**src/rtl/ux607_tlb_ram_ctrl_pkg.sv**
```systemverilog
`default_nettype none
// +-----------------------------------------------------------------------+
// | Module  : ux607_tlb_ram_ctrl_pkg                                      |
// | Brief   : Shared widths and sequencer state encoding for the TLB RAM. |
// | Revision: 1.0                                                         |
// +-----------------------------------------------------------------------+
package ux607_tlb_ram_ctrl_pkg;

    localparam int UX607_TLB_INDEX_WIDTH = 6;
    localparam int UX607_TLB_DATA_WIDTH  = 64;

    typedef enum logic [1:0] {
        ST_INIT  = 2'd0,
        ST_IDLE  = 2'd1,
        ST_FLUSH = 2'd2
    } tlb_state_e;

endpackage
`default_nettype wire

```
**src/rtl/ux607_tlb_sweep_cnt.sv**
```systemverilog
`default_nettype none
// +-----------------------------------------------------------------------+
// | Module  : ux607_tlb_sweep_cnt                                         |
// | Brief   : Sweep index counter with last-entry flag for INIT/FLUSH.    |
// | Revision: 1.0                                                         |
// +-----------------------------------------------------------------------+
module ux607_tlb_sweep_cnt #(
    parameter int AW = 6
) (
    input  logic          clk,
    input  logic          rst,
    input  logic          clr,
    input  logic          en,
    output logic [AW-1:0] idx,
    output logic          last
);

    // One spare MSB so the DP-1 compare and the wrap can never alias.
    localparam logic [AW:0] C_LAST = {1'b0, {AW{1'b1}}};

    logic [AW:0] r_cnt;

    always_ff @(posedge clk) begin
        if (rst || clr) begin
            r_cnt <= '0;
        end else if (en) begin
            r_cnt <= r_cnt + 1'b1;
        end
    end

    assign idx  = r_cnt[AW-1:0];
    assign last = (r_cnt == C_LAST);

endmodule
`default_nettype wire

```
**src/rtl/ux607_tlb_ram_ctrl.sv**
```systemverilog
`default_nettype none
// +-----------------------------------------------------------------------+
// | Module  : ux607_tlb_ram_ctrl                                          |
// | Brief   : Arbiter/sequencer sharing one single-port TLB RAM between   |
// |           lookups, refills and the invalidate-all sweep.              |
// | Revision: 1.0                                                         |
// +-----------------------------------------------------------------------+
module ux607_tlb_ram_ctrl
    import ux607_tlb_ram_ctrl_pkg::*;
#(
    parameter int AW = UX607_TLB_INDEX_WIDTH,
    parameter int DW = UX607_TLB_DATA_WIDTH
) (
    input  logic          clk,
    input  logic          rst,
    input  logic          lkp_valid,
    output logic          lkp_ready,
    input  logic [AW-1:0] lkp_idx,
    output logic          lkp_rsp_vld,
    output logic [DW-1:0] lkp_rsp_data,
    input  logic          rfl_valid,
    output logic          rfl_ready,
    input  logic [AW-1:0] rfl_idx,
    input  logic [DW-1:0] rfl_data,
    input  logic          flush_req,
    output logic          flush_busy,
    output logic          flush_done,
    output logic          ram_cs,
    output logic          ram_wem,
    output logic [AW-1:0] ram_addr,
    output logic [DW-1:0] ram_din,
    input  logic [DW-1:0] ram_dout
);

    tlb_state_e    r_state;
    logic          r_flush_pend;
    logic          r_flush_done;
    logic          r_lkp_rsp_vld;

    logic          w_sweep;
    logic          w_idle;
    logic          w_flush_go;
    logic          w_rfl_gnt;
    logic          w_lkp_gnt;
    logic          w_last;
    logic [AW-1:0] w_sweep_idx;

    // Grants are decoded from state and request valids only, never from ram_dout.
    assign w_sweep    = !rst && ((r_state == ST_INIT) || (r_state == ST_FLUSH));
    assign w_idle     = !rst && (r_state == ST_IDLE);
    assign w_flush_go = w_idle && (flush_req || r_flush_pend);
    assign w_rfl_gnt  = w_idle && !w_flush_go && rfl_valid;
    assign w_lkp_gnt  = w_idle && !w_flush_go && !rfl_valid && lkp_valid;

    ux607_tlb_sweep_cnt #(
        .AW (AW)
    ) u_sweep_cnt (
        .clk  (clk),
        .rst  (rst),
        .clr  (!w_sweep || w_last),
        .en   (w_sweep),
        .idx  (w_sweep_idx),
        .last (w_last)
    );

    always_ff @(posedge clk) begin
        if (rst) begin
            r_state       <= ST_INIT;
            r_flush_pend  <= 1'b0;
            r_flush_done  <= 1'b0;
            r_lkp_rsp_vld <= 1'b0;
        end else begin
            r_flush_done  <= 1'b0;
            r_lkp_rsp_vld <= w_lkp_gnt;
            case (r_state)
                ST_INIT: begin
                    if (w_last) begin
                        r_state <= ST_IDLE;
                    end
                end
                ST_IDLE: begin
                    if (w_flush_go) begin
                        r_state      <= ST_FLUSH;
                        r_flush_pend <= 1'b0;
                    end
                end
                ST_FLUSH: begin
                    // A request arriving mid-sweep buys one more complete sweep.
                    if (flush_req) begin
                        r_flush_pend <= 1'b1;
                    end
                    if (w_last) begin
                        r_state      <= ST_IDLE;
                        r_flush_done <= 1'b1;
                    end
                end
                default: r_state <= ST_INIT;
            endcase
        end
    end

    assign lkp_ready    = w_lkp_gnt;
    assign rfl_ready    = w_rfl_gnt;
    assign flush_busy   = w_sweep;
    assign flush_done   = r_flush_done;
    assign lkp_rsp_vld  = r_lkp_rsp_vld;
    assign lkp_rsp_data = r_lkp_rsp_vld ? ram_dout : '0;

    assign ram_cs   = w_sweep || w_rfl_gnt || w_lkp_gnt;
    assign ram_wem  = w_sweep || w_rfl_gnt;
    assign ram_addr = w_sweep   ? w_sweep_idx :
                      w_rfl_gnt ? rfl_idx     :
                      w_lkp_gnt ? lkp_idx     : '0;
    assign ram_din  = w_rfl_gnt ? rfl_data : '0;

endmodule
`default_nettype wire

```
**config.mk**
```make
export PLATFORM = sky130hd
export DESIGN_NAME = ux607_tlb_ram_ctrl
export DESIGN_NICKNAME = d
export VERILOG_FILES = /design/src/rtl/ux607_tlb_ram_ctrl_pkg.sv /design/src/rtl/ux607_tlb_sweep_cnt.sv /design/src/rtl/ux607_tlb_ram_ctrl.sv
export SDC_FILE = /design/constraint.sdc
export NUM_CORES = 1
export LEC_CHECK = 0
export CAP_MARGIN = 0
export CORE_AREA = 2 2 110 112
export CTS_BUF_LIST = sky130_fd_sc_hd__clkbuf_4 sky130_fd_sc_hd__clkbuf_8 sky130_fd_sc_hd__clkbuf_16
export DETAILED_ROUTE_END_ITERATION = 7
export DIE_AREA = 0 0 112 114
export PLACE_DENSITY = 0.68
export SLEW_MARGIN = 25
export SYNTH_ARGS = -nofsm -noshare
export SYNTH_HDL_FRONTEND = slang
export SYNTH_SLANG_ARGS = --single-unit
```
**constraint.sdc**
```tcl
create_clock -name clk -period 3.1 [get_ports clk]
set_input_delay 0.93 -clock clk [delete_from_list [all_inputs] [get_ports clk]]
set_output_delay 0.93 -clock clk [all_outputs]
set_load 0.02 [all_outputs]
```
* Word level (Yosys, flattened, before mapping) *
Index checks and enable logic that the tools add are counted.

storage, ports and cells
  input port bits = 145
  word-level logic and storage cells = 48
  output and inout port bits = 141
  flip-flop bits (word level) = 12

cells by class
  mux-type cells = 12
  bitwise gates (word level) = 1
  equal/unequal tests = 6
  add/subtract/negate cells = 1
  reduce and logical (&&, ||, !) cells = 23

operator list
  kind                                                              count
  64-bit 2-to-1 mux                                                 2
  6-bit 2-to-1 mux                                                  3
  7-bit by 1-bit adder with 7-bit output (second input constant)    1
  7-bit by 6-bit == test with 1-bit output (second input constant)  1
  1-bit logical AND                                                 7
  1-bit logical OR                                                  6
  1-bit zero test                                                   4
  2-bit 2-to-1 mux                                                  2
  2-bit != test (second input constant)                             2
  2-bit case mux with 2 select lines                                1
  2-bit OR reduction                                                2
  1-bit 2-to-1 mux                                                  3
  3-bit AND reduction                                               1
  2-bit by 1-bit == test with 1-bit output (second input constant)  1
  2-bit == test (second input constant)                             1
  2-bit zero test                                                   1
  2-bit by 1-bit != test with 1-bit output (second input constant)  1
  1-bit case mux with 2 select lines                                1
  2-bit AND reduction                                               1
  2-bit nonzero test                                                1
  1-bit inverter                                                    1

* Longest topological paths before layout *
Gate-level depths: netlist of run 1.

  depth in word-level cells = 10
  mapped depth = 5
  gate-level depth less buffers = 4

* Cells and area by module *
From an unflattened synthesis of run 1, not the netlist that was laid out.

unflattened totals
  cells, all modules = 224
  area total of the unflattened synthesis = 1,575.3 sq um

by module, submodules not included
  module               sequential area each (sq um)  cells an instance  area an instance (sq um)  instances
  ux607_tlb_ram_ctrl   100.1                         183                1,221.2                   1
  ux607_tlb_sweep_cnt  140.1                         41                 354.1                     1

* Least setup slack after synthesis of run 1 *
Ideal clock, no wire load.

  path type = input port to output port
  from = input flush_req
  to = output ram_addr[0]
  path buffers = 1
  setup slack = -0.195 ns
  data arrival time = 2.365 ns
  stages = 4
  required time = 2.170 ns
  cell sequence = or4b_4 > or2_2 > clkbuf_1 > o21ai_0

between the ends
  word-level cells in the longest chain between the ends = 9
  elaborated cells between the ends (all ways) = 10
  those cells by class = 3 x mux; 7 x reduce/logical

RTL lines
  what                             RTL line                                            RTL
  start: declaration               ux607_tlb_ram_ctrl.sv:25                            input logic flush_req,
  1-bit logical OR *               ux607_tlb_ram_ctrl.sv:51                            assign w_flush_go = w_idle && (flush_req || r_flush_pend);
  1-bit logical AND *              ux607_tlb_ram_ctrl.sv:51
  1-bit zero test *                ux607_tlb_ram_ctrl.sv:52, ux607_tlb_ram_ctrl.sv:53
  1-bit logical AND *              ux607_tlb_ram_ctrl.sv:52, ux607_tlb_ram_ctrl.sv:53
  1-bit logical AND (2 in series)  ux607_tlb_ram_ctrl.sv:53                            assign w_lkp_gnt = w_idle && !w_flush_go && !rfl_valid && lkp_valid;
  6-bit 2-to-1 mux                 ux607_tlb_ram_ctrl.sv:113                           w_lkp_gnt ? lkp_idx : '0;
  6-bit 2-to-1 mux *               ux607_tlb_ram_ctrl.sv:112                           w_rfl_gnt ? rfl_idx :
  6-bit 2-to-1 mux *               ux607_tlb_ram_ctrl.sv:111                           assign ram_addr = w_sweep ? w_sweep_idx :
  end: declaration                 ux607_tlb_ram_ctrl.sv:30                            output logic [AW-1:0] ram_addr,

Every way passes the cells marked *; elsewhere a longest branch is shown, timed or not.

* Worst setup path after layout of run 1 *
  from = input flush_req
  to = output ram_din[42]

between the ends
  word-level cells in the longest chain between the ends = 6

RTL lines
  what                             RTL line                   RTL
  1-bit logical OR                 ux607_tlb_ram_ctrl.sv:51
  1-bit logical AND                ux607_tlb_ram_ctrl.sv:51
  1-bit zero test                  ux607_tlb_ram_ctrl.sv:52   assign w_rfl_gnt = w_idle && !w_flush_go && rfl_valid;
  1-bit logical AND (2 in series)  ux607_tlb_ram_ctrl.sv:52
  64-bit 2-to-1 mux                ux607_tlb_ram_ctrl.sv:114  assign ram_din = w_rfl_gnt ? rfl_data : '0;
  end: declaration                 ux607_tlb_ram_ctrl.sv:31   output logic [DW-1:0] ram_din,

Every way passes these cells.

==> impl_metrics.prom, run 1 <==
# TYPE chip_impl_metric gauge
chip_impl_metric{name="postSynthRegisterBits",unit=""} 12
chip_impl_metric{name="final_net_count",unit=""} 670
chip_impl_metric{name="first_global_vias",unit=""} 2492
chip_impl_metric{name="post_route_cells_drive_above_1_share",unit="%"} 36.7
chip_impl_info{name="cts.root.buffer_cell",value="sky130_fd_sc_hd__clkbuf_16"} 1
chip_impl_metric{name="h_tree_depth_reported_by_cts",unit=""} 1
chip_impl_info{name="timing.hold.worst.class",value="reg -> reg"} 1
chip_impl_metric{name="floorplan.die_area",unit="um2"} 12800
chip_impl_metric{name="seq_area",unit="um2"} 240
chip_impl_info{name="synth_common_cells",value="sky130_fd_sc_hd__and2_1 (128), sky130_fd_sc_hd__clkbuf_1 (13), sky130_fd_sc_hd__dfxtp_1 (12)"} 1
chip_impl_metric{name="detailedRoute.firstPassIterationCount",unit=""} 4
chip_impl_metric{name="synth_mux_area_share",unit="%"} 0
chip_impl_info{name="crit_startpoint",value="flush_req"} 1
chip_impl_metric{name="wl_per_cell",unit="um"} 15.8
chip_impl_metric{name="rows",unit=""} 40
chip_impl_metric{name="p_total",unit="mW"} 0.657
chip_impl_metric{name="grt_pass1_wl",unit="um"} 14600
chip_impl_info{name="worstSetupStartpointType",value="input port"} 1
chip_impl_metric{name="dieHeight",unit="um"} 114
chip_impl_metric{name="drt_wl_total",unit="um"} 10600
chip_impl_metric{name="rel_slew_slack",unit="%"} 65.6
chip_impl_metric{name="grt.overflow.total",unit=""} 0
chip_impl_metric{name="worstMarginPinSlew",unit="ns"} 0.511
chip_impl_metric{name="numCtsBuffers",unit=""} 3
chip_impl_metric{name="cp.required",unit="ns"} 2.17
chip_impl_info{name="timing.setup.critical_path_class",value="in -> out"} 1
chip_impl_metric{name="hold_violations",unit=""} 0
chip_impl_metric{name="async_reset_ff_share",unit="%"} 0
chip_impl_metric{name="detailedPlacementHpwl",unit="um"} 7820
chip_impl_metric{name="synth-seq-area-share",unit="%"} 16.0
chip_impl_info{name="reg2reg_from",value="r_state[0]$_SDFFE_PP0P_"} 1
chip_impl_metric{name="ctsHoldBuffers",unit=""} 0
chip_impl_metric{name="dpl-instance-area",unit="um2"} 4580
chip_impl_metric{name="insertion_delay",unit="ns"} 0.24
chip_impl_metric{name="final-setup-viol-count",unit=""} 74
chip_impl_info{name="synth_most_common_cell",value="sky130_fd_sc_hd__and2_1"} 1
chip_impl_info{name="synth_top_cell_by_area",value="sky130_fd_sc_hd__and2_1"} 1
chip_impl_metric{name="die_w",unit="um"} 112
chip_impl_metric{name="post_synthesis_compound_gate_area_fraction",unit="%"} 9.39
chip_impl_info{name="failed_checks",value="negative setup slack"} 1
chip_impl_info{name="synth_top_cells_by_area",value="sky130_fd_sc_hd__and2_1 (53%), sky130_fd_sc_hd__dfxtp_1 (16%), sky130_fd_sc_hd__clkbuf_1 (3.2%)"} 1
chip_impl_metric{name="ant_nets",unit=""} 0
chip_impl_metric{name="fin_area",unit="um2"} 5290
chip_impl_metric{name="synth.net_count",unit=""} 363
chip_impl_metric{name="report.final.slew_viol_count",unit=""} 0
chip_impl_metric{name="syn_avg_cell_area",unit="um2"} 6.94
chip_impl_metric{name="cts.sink_count",unit=""} 12
chip_impl_metric{name="multi_input_comb_area",unit="um2"} 1360
chip_impl_info{name="crit_end",value="ram_din[42]"} 1
chip_impl_metric{name="synth-xor-area-share",unit="%"} 1.16
chip_impl_metric{name="fmaxAchievable",unit="MHz"} 291
chip_impl_info{name="outcome",value="finished, violations left"} 1
chip_impl_metric{name="post_synth_edffs",unit=""} 0
chip_impl_metric{name="leakage_power",unit="nW"} 2.27
chip_impl_metric{name="layout_min_cycle_time",unit="ns"} 3.44
chip_impl_metric{name="first_iter_violations",unit=""} 87
chip_impl_info{name="worst_flop_to_flop_path_endpoint",value="u_sweep_cnt.r_cnt[5]$_SDFFE_PP0P_"} 1
chip_impl_metric{name="route.detailed.vias_per_inst",unit=""} 3.94
chip_impl_info{name="synth_top_family_by_area",value="simple AND/OR/NAND/NOR gates"} 1
chip_impl_metric{name="reg2reg_setup_slack",unit="ns"} 1.42
chip_impl_metric{name="drv.max_cap_violation_count",unit=""} 0
chip_impl_metric{name="fill_cells",unit=""} 1136
chip_impl_metric{name="coreArea",unit="um2"} 11700
chip_impl_info{name="rsz_0062_raised_after_global_routing",value="yes"} 1
chip_impl_info{name="cts_tree",value="yes"} 1
chip_impl_metric{name="number_of_antenna_violations_at_the_first_check_in_global_routing",unit=""} 0
chip_impl_metric{name="synth.top_cell.area_share",unit="%"} 53.2
chip_impl_metric{name="synth.lib_cells_used.distinct",unit=""} 32
chip_impl_metric{name="layout.core_utilization",unit="%"} 45.2
chip_impl_metric{name="detailed_route_drc_error_count",unit=""} 0
chip_impl_metric{name="synth_simple_gate_area_share",unit="%"} 65.3
chip_impl_metric{name="timing.final.crit_share",unit="%"} 111
chip_impl_info{name="worst_hold_startpoint",value="u_sweep_cnt.r_cnt[0]$_SDFFE_PP0P_"} 1
chip_impl_metric{name="start_util",unit="%"} 12.9
chip_impl_info{name="synth_top_flop_cell",value="sky130_fd_sc_hd__dfxtp_1"} 1
chip_impl_metric{name="yosys_warnings",unit=""} 0
chip_impl_metric{name="antenna_fix_cells",unit=""} 0
chip_impl_metric{name="worst-endpoint-arrival",unit="ns"} 2.51
chip_impl_metric{name="finalClockSkew",unit="ns"} 0.00103
chip_impl_metric{name="areaGrowthSynthToFinish",unit="%"} 252
chip_impl_metric{name="synth_fa_ha_area_share",unit="%"} 0.831
chip_impl_metric{name="powerDensity",unit="nW/um2"} 124
chip_impl_info{name="crit_path_capture_type",value="output pin"} 1
chip_impl_metric{name="grt_usage",unit="%"} 14.4
chip_impl_metric{name="critical_path_peak_fanout",unit=""} 8
chip_impl_metric{name="clkTransAtPathRegs",unit="ns"} 0.04
chip_impl_metric{name="num_io_pins",unit=""} 286
chip_impl_metric{name="worst_ir_drop_vdd",unit="mV"} 0.342
chip_impl_metric{name="worst-r2r-cell-count",unit=""} 5
chip_impl_metric{name="cts_max_path_buffers",unit=""} 2
chip_impl_metric{name="syn-cell-area",unit="um2"} 1510
chip_impl_metric{name="buffer_ports.inserted",unit=""} 285
chip_impl_metric{name="gp_congestion",unit=""} 0.796
chip_impl_metric{name="synth_cells",unit=""} 217
chip_impl_metric{name="setup-tns-final",unit="ns"} -19.06
chip_impl_metric{name="routed_via_count",unit=""} 2638
chip_impl_metric{name="final_critical_path_setup_slack",unit="ns"} -0.340
chip_impl_metric{name="pin_count_of_the_biggest_net_entering_global_routing",unit=""} 66
## per-layer routing
layer	wire length (um)	share of wire (%)	GRT usage [%]
met2	5740	54	27.2
met4	92	0.87	2.76
met3	658	6.2	3.19
met5	0	0	0
met1	4060	38	16.9
## power by group
group          leakage, nW  total (mW)  internal, mW  switching [mW]
Clock               0.0442       0.261         0.195          0.0661
Sequential          0.0973       0.161         0.158         0.00302
Combinational         2.12       0.235         0.182          0.0529
## area by class of cell
class	instances	area share (%)
Inverter	1	0.0709
Clock buffer	4	1.68
Multi-Input combinational cell	186	25.7
Timing Repair Buffer	320	64.5
Tap cell	147	3.48
Sequential cell	12	4.54
## cell families after synthesis
group / Yosys count
AND/OR/NAND/NOR: 160
buffers and inverters: 20
flip-flops: 12
AO/OA/AOI/OAI: 22
adder cells (fa/ha/maj): 1
XOR/XNOR: 2
## layout by cell type (no fill, tap or decap), types with 2 or more instances in the layout
master	netlist	final
sky130_fd_sc_hd__dfxtp_1	12	12
sky130_fd_sc_hd__buf_4	1	19
sky130_fd_sc_hd__or2_4	0	3
sky130_fd_sc_hd__dlygate4sd2_1	0	3
sky130_fd_sc_hd__nor3_1	3	3
sky130_fd_sc_hd__buf_12	0	5
sky130_fd_sc_hd__dlymetal6s2s_1	0	2
sky130_fd_sc_hd__o21ai_2	0	5
sky130_fd_sc_hd__and2_1	128	64
sky130_fd_sc_hd__nor2b_1	3	3
sky130_fd_sc_hd__o21ai_0	8	2
sky130_fd_sc_hd__nand2_1	8	8
sky130_fd_sc_hd__clkdlybuf4s50_1	0	204
sky130_fd_sc_hd__buf_6	4	80
sky130_fd_sc_hd__or3b_2	2	2
sky130_fd_sc_hd__and2_4	0	64
sky130_fd_sc_hd__a22oi_1	6	6
sky130_fd_sc_hd__nor2_1	5	5
sky130_fd_sc_hd__or3_1	2	2
sky130_fd_sc_hd__buf_16	0	5
sky130_fd_sc_hd__a21oi_1	3	3
sky130_fd_sc_hd__clkbuf_16	0	4
## what timing repair did
item	in CTS	in global routing
pin swaps	17	45
gates cloned	8	2
resized for setup	454	94
endpoints found under the setup margin	75	76
buffers inserted	12	3
## worst max-delay path: stages
cell and delay [ns]:
sky130_fd_sc_hd__buf_6 0.09, sky130_fd_sc_hd__or4b_4 0.54, sky130_fd_sc_hd__nor3b_4 0.22, sky130_fd_sc_hd__buf_6 0.14, sky130_fd_sc_hd__buf_8 0.12, sky130_fd_sc_hd__buf_12 0.10
sky130_fd_sc_hd__buf_16 0.11, sky130_fd_sc_hd__and2_4 0.14, sky130_fd_sc_hd__buf_6 0.11
## registers in the layout (all words and copies together) (netlist names)
| register | flops |
|---|---|
| r_state | 2 |
| flush_done | 1 |
| r_flush_pend | 1 |
| u_sweep_cnt.r_cnt | 7 |
| lkp_rsp_vld | 1 |
## how the worst min path moves through the flow
stage                                        endpoint  slack (ns)  cells past startpoint
global placement            r_flush_pend$_SDFFE_PP0P_        0.46                      2
finish              u_sweep_cnt.r_cnt[0]$_SDFFE_PP0P_        0.48                      1
global route        u_sweep_cnt.r_cnt[6]$_SDFFE_PP0P_        0.51                      1
detailed placement  u_sweep_cnt.r_cnt[0]$_SDFFE_PP0P_        0.47                      1
CTS                 u_sweep_cnt.r_cnt[0]$_SDFFE_PP0P_        0.48                      1
floorplan           u_sweep_cnt.r_cnt[0]$_SDFFE_PP0P_        0.44                      1
## per-stage QoR
step / cells / hold slack, ns / worst slack, ns
6_report: 670 / 0.484 / -0.340
5_1_grt: 670 / 0.507 / -0.398
4_1_cts: 670 / 0.484 / -0.350
3_5_place_dp: 646 / 0.471 / -1.01
3_3_place_gp: 646 / 0.458 / -0.986
2_1_floorplan: 217 / 0.441 / -0.0682
No activity file was read; power rests on OpenSTA's default activity.
==> inputs of run 2 (changes only) <==
--- a/config.mk
+++ b/config.mk
@@ -6,10 +6,10 @@
 export NUM_CORES = 1
 export LEC_CHECK = 0
 export CAP_MARGIN = 0
-export CORE_AREA = 2 2 110 112
+export CORE_AREA = 3 3 111 113
 export CTS_BUF_LIST = sky130_fd_sc_hd__clkbuf_4 sky130_fd_sc_hd__clkbuf_8 sky130_fd_sc_hd__clkbuf_16
 export DETAILED_ROUTE_END_ITERATION = 7
-export DIE_AREA = 0 0 112 114
+export DIE_AREA = 0 0 114 116
 export PLACE_DENSITY = 0.68
 export SLEW_MARGIN = 25
 export SYNTH_ARGS = -nofsm -noshare
==> constraint.sdc (replaced) <==
create_clock -name clk -period 3.2 [get_ports clk]
set_input_delay 0.96 -clock clk [delete_from_list [all_inputs] [get_ports clk]]
set_output_delay 0.96 -clock clk [all_outputs]
set_load 0.02 [all_outputs]
==> run 2 against run 1 <==
Effect of this change:
- the flow still finishes with violations (negative setup slack)
- worst setup slack gained 0.096 ns
- routed wire length decreased by 3.8%
- flip-flop and latch count did not move
- via count fell by 2.8%
- global-route usage fell by 2.4 points
- critical path depth is 2 lower
- register-to-register slack better by 0.18 ns
- clock skew rose by 0.00075 ns
- count of clock-buffer cells in the layout did not move
- critical path type unchanged
- largest power group unchanged
==> impl_metrics.prom, run 2 (same netlist as run 1, synthesis figures left out) <==
# TYPE chip_impl_metric gauge
chip_impl_metric{name="final_critical_path_setup_slack",unit="ns"} -0.244
chip_impl_metric{name="number_of_antenna_violations_at_the_first_check_in_global_routing",unit=""} 0
chip_impl_metric{name="fmaxAchievable",unit="MHz"} 290
chip_impl_metric{name="ctsHoldBuffers",unit=""} 0
chip_impl_info{name="most_common_cell_after_layout_fill_and_taps_aside",value="sky130_fd_sc_hd__clkdlybuf4s50_1"} 1
chip_impl_info{name="worstSetupStartpointType",value="input port"} 1
chip_impl_metric{name="fill_cells",unit=""} 1127
chip_impl_metric{name="die_w",unit="um"} 114
chip_impl_metric{name="report.final.slew_viol_count",unit=""} 0
chip_impl_metric{name="worstMarginPinSlew",unit="ns"} 0.534
chip_impl_metric{name="pin_count_of_the_biggest_net_entering_global_routing",unit=""} 67
chip_impl_metric{name="start_util",unit="%"} 13.2
chip_impl_metric{name="num_io_pins",unit=""} 286
chip_impl_metric{name="drt_wl_total",unit="um"} 10200
chip_impl_metric{name="leakage_power",unit="nW"} 2.11
chip_impl_info{name="grt.busiest_layer",value="met2"} 1
chip_impl_info{name="cts.root.buffer_cell",value="sky130_fd_sc_hd__clkbuf_16"} 1
chip_impl_metric{name="rel_slew_slack",unit="%"} 64.1
chip_impl_metric{name="grt.overflow.total",unit=""} 0
chip_impl_metric{name="post_route_cells_drive_above_1_share",unit="%"} 29.6
chip_impl_metric{name="grt_pass1_wl",unit="um"} 13100
chip_impl_metric{name="floorplan.die_area",unit="um2"} 13200
chip_impl_metric{name="detailedRoute.firstPassIterationCount",unit=""} 4
chip_impl_metric{name="powerDensity",unit="nW/um2"} 129
chip_impl_info{name="crit_path_capture_type",value="output pin"} 1
chip_impl_info{name="timing.setup.critical_path_class",value="in -> out"} 1
chip_impl_metric{name="route.detailed.vias_per_inst",unit=""} 3.91
chip_impl_metric{name="layout_min_cycle_time",unit="ns"} 3.44
chip_impl_metric{name="grt_use_met2",unit="%"} 23.4
chip_impl_metric{name="coreArea",unit="um2"} 11400
chip_impl_metric{name="critical_path_peak_fanout",unit=""} 8
chip_impl_info{name="reg_top3",value="u_sweep_cnt.r_cnt (7), r_state (2)"} 1
chip_impl_metric{name="buffer_ports.inserted",unit=""} 285
chip_impl_metric{name="min_path_cells",unit=""} 2
chip_impl_metric{name="hold_violations",unit=""} 0
chip_impl_metric{name="numCtsBuffers",unit=""} 3
chip_impl_info{name="failed_checks",value="negative setup slack"} 1
chip_impl_metric{name="insertion_delay",unit="ns"} 0.24
chip_impl_metric{name="flip_flop_count_of_the_largest_register_after_layout",unit=""} 7
chip_impl_info{name="outcome",value="finished, violations left"} 1
chip_impl_metric{name="routed_via_count",unit=""} 2564
chip_impl_info{name="cts_tree",value="yes"} 1
chip_impl_metric{name="globalRouteMet3Util",unit="%"} 1.67
chip_impl_metric{name="final-setup-viol-count",unit=""} 73
chip_impl_metric{name="final_net_count",unit=""} 660
chip_impl_info{name="mostFrequentLayoutCells",value="sky130_fd_sc_hd__clkdlybuf4s50_1 (207), sky130_fd_sc_hd__and2_1 (95), sky130_fd_sc_hd__buf_6 (64), sky130_fd_sc_hd__and2_4 (33), sky130_fd_sc_hd__buf_4 (30)"} 1
chip_impl_metric{name="h_tree_depth_reported_by_cts",unit=""} 1
chip_impl_metric{name="grt.met1_usage",unit="%"} 14.4
chip_impl_metric{name="worst-endpoint-arrival",unit="ns"} 2.48
chip_impl_metric{name="rows",unit=""} 39
chip_impl_info{name="timing.hold.worst.class",value="reg -> reg"} 1
chip_impl_metric{name="wl_per_cell",unit="um"} 15.5
chip_impl_metric{name="detailedPlacementHpwl",unit="um"} 8010
chip_impl_metric{name="antenna_fix_cells",unit=""} 0
chip_impl_info{name="rsz_0062_raised_after_global_routing",value="yes"} 1
chip_impl_metric{name="grt_usage",unit="%"} 12.1
chip_impl_metric{name="cp.required",unit="ns"} 2.24
chip_impl_metric{name="worst-r2r-cell-count",unit=""} 4
chip_impl_metric{name="first_iter_violations",unit=""} 105
chip_impl_metric{name="areaGrowthSynthToFinish",unit="%"} 231
chip_impl_metric{name="timing.final.crit_share",unit="%"} 108
chip_impl_metric{name="clkTransAtPathRegs",unit="ns"} 0.04
chip_impl_metric{name="dieHeight",unit="um"} 116
chip_impl_metric{name="ant_nets",unit=""} 0
chip_impl_metric{name="cts_max_path_buffers",unit=""} 2
chip_impl_metric{name="cts.sink_count",unit=""} 12
chip_impl_metric{name="gp_congestion",unit=""} 0.812
chip_impl_metric{name="finalClockSkew",unit="ns"} 0.00178
chip_impl_metric{name="drv.max_cap_violation_count",unit=""} 0
chip_impl_metric{name="first_global_vias",unit=""} 2373
chip_impl_metric{name="worst_hold_slack",unit="ns"} 0.478
chip_impl_metric{name="detailed_route_drc_error_count",unit=""} 0
chip_impl_metric{name="p_total",unit="mW"} 0.642
chip_impl_info{name="largest-register",value="u_sweep_cnt.r_cnt"} 1
chip_impl_metric{name="worst_ir_drop_vdd",unit="mV"} 0.275
run 2: changes by cell type in the layout (fill, tap and decap cells not counted), moves of 3 or more:
cell,delta
sky130_fd_sc_hd__and2_1,+31
sky130_fd_sc_hd__and2_4,-31
sky130_fd_sc_hd__buf_12,-3
sky130_fd_sc_hd__buf_16,-5
sky130_fd_sc_hd__buf_4,+11
sky130_fd_sc_hd__buf_6,-16
sky130_fd_sc_hd__clkdlybuf4s50_1,+3
sky130_fd_sc_hd__o21ai_4,+3
run 2: per-stage QoR:
step / std cells / setup WS [ns] / utilization [%] / setup TNS (ns) / instance area [um2]
2_1_floorplan: 217 / -0.155 / - / -0.942 / 1510
3_3_place_gp: 639 / -0.944 / 39.8 / -68.28 / 4550
3_5_place_dp: 639 / -0.994 / 39.8 / -69.95 / 4550
4_1_cts: 647 / -0.622 / 40.2 / -25.05 / 4590
5_1_grt: 656 / -0.286 / 43.6 / -15.32 / 4980
6_report: 656 / -0.244 / 43.6 / -11.91 / 4980
run 2: worst paths after layout:
check	startpoint	end	slack, ns
setup reg to reg	r_state[0]$_SDFFE_PP0P_	u_sweep_cnt.r_cnt[3]$_SDFFE_PP0P_	1.60
hold reg to reg	r_flush_pend$_SDFFE_PP0P_	r_flush_pend$_SDFFE_PP0P_	0.48
hold / removal	r_flush_pend$_SDFFE_PP0P_	r_flush_pend$_SDFFE_PP0P_	0.48
setup / recovery	flush_req	ram_din[49]	-0.24
run 2: critical path: stages:
cell and delay (ns):
sky130_fd_sc_hd__buf_6 0.09, sky130_fd_sc_hd__or4b_4 0.56, sky130_fd_sc_hd__nor3b_4 0.26, sky130_fd_sc_hd__buf_6 0.19, sky130_fd_sc_hd__clkbuf_16 0.16, sky130_fd_sc_hd__and2_4 0.14, sky130_fd_sc_hd__buf_6 0.11
run 2: where the power goes:
group	internal, mW	switching, mW
Combinational	0.177	0.0510
Sequential	0.153	0.00300
Clock	0.189	0.0697
run 2: per-layer routing:
| metal | share of wire [%] | routed length, um |
|---|---|---|
| met1 | 37 | 3770 |
| met2 | 57 | 5740 |
| met3 | 6.2 | 630 |
| met4 | 0.14 | 14 |
| met5 | 0 | 0 |
run 2: cell type report:
cell class	count	area [um2]	share of cell area [%]
clock buffer	4	88.8	1.78
inverter	1	3.75	0.0754
multi-input combinational	185	1300	26.1
sequential	12	240	4.82
tap	143	179	3.59
timing repair buffer	311	3170	63.6
run 2: timing repair:
item	in CTS	in global routing
setup endpoints to repair	75	75
gates resized for setup	214	258
pin swaps	3	38
setup buffers	4	4
gates cloned	0	5
==> inputs of run 3 (changes only) <==
--- a/config.mk
+++ b/config.mk
@@ -11,7 +11,6 @@
 export DETAILED_ROUTE_END_ITERATION = 7
 export DIE_AREA = 0 0 114 116
 export PLACE_DENSITY = 0.68
-export SLEW_MARGIN = 25
 export SYNTH_ARGS = -nofsm -noshare
 export SYNTH_HDL_FRONTEND = slang
 export SYNTH_SLANG_ARGS = --single-unit
==> results of run 3 <==
Final layout, timing and power as in run 2 (identical DEF).
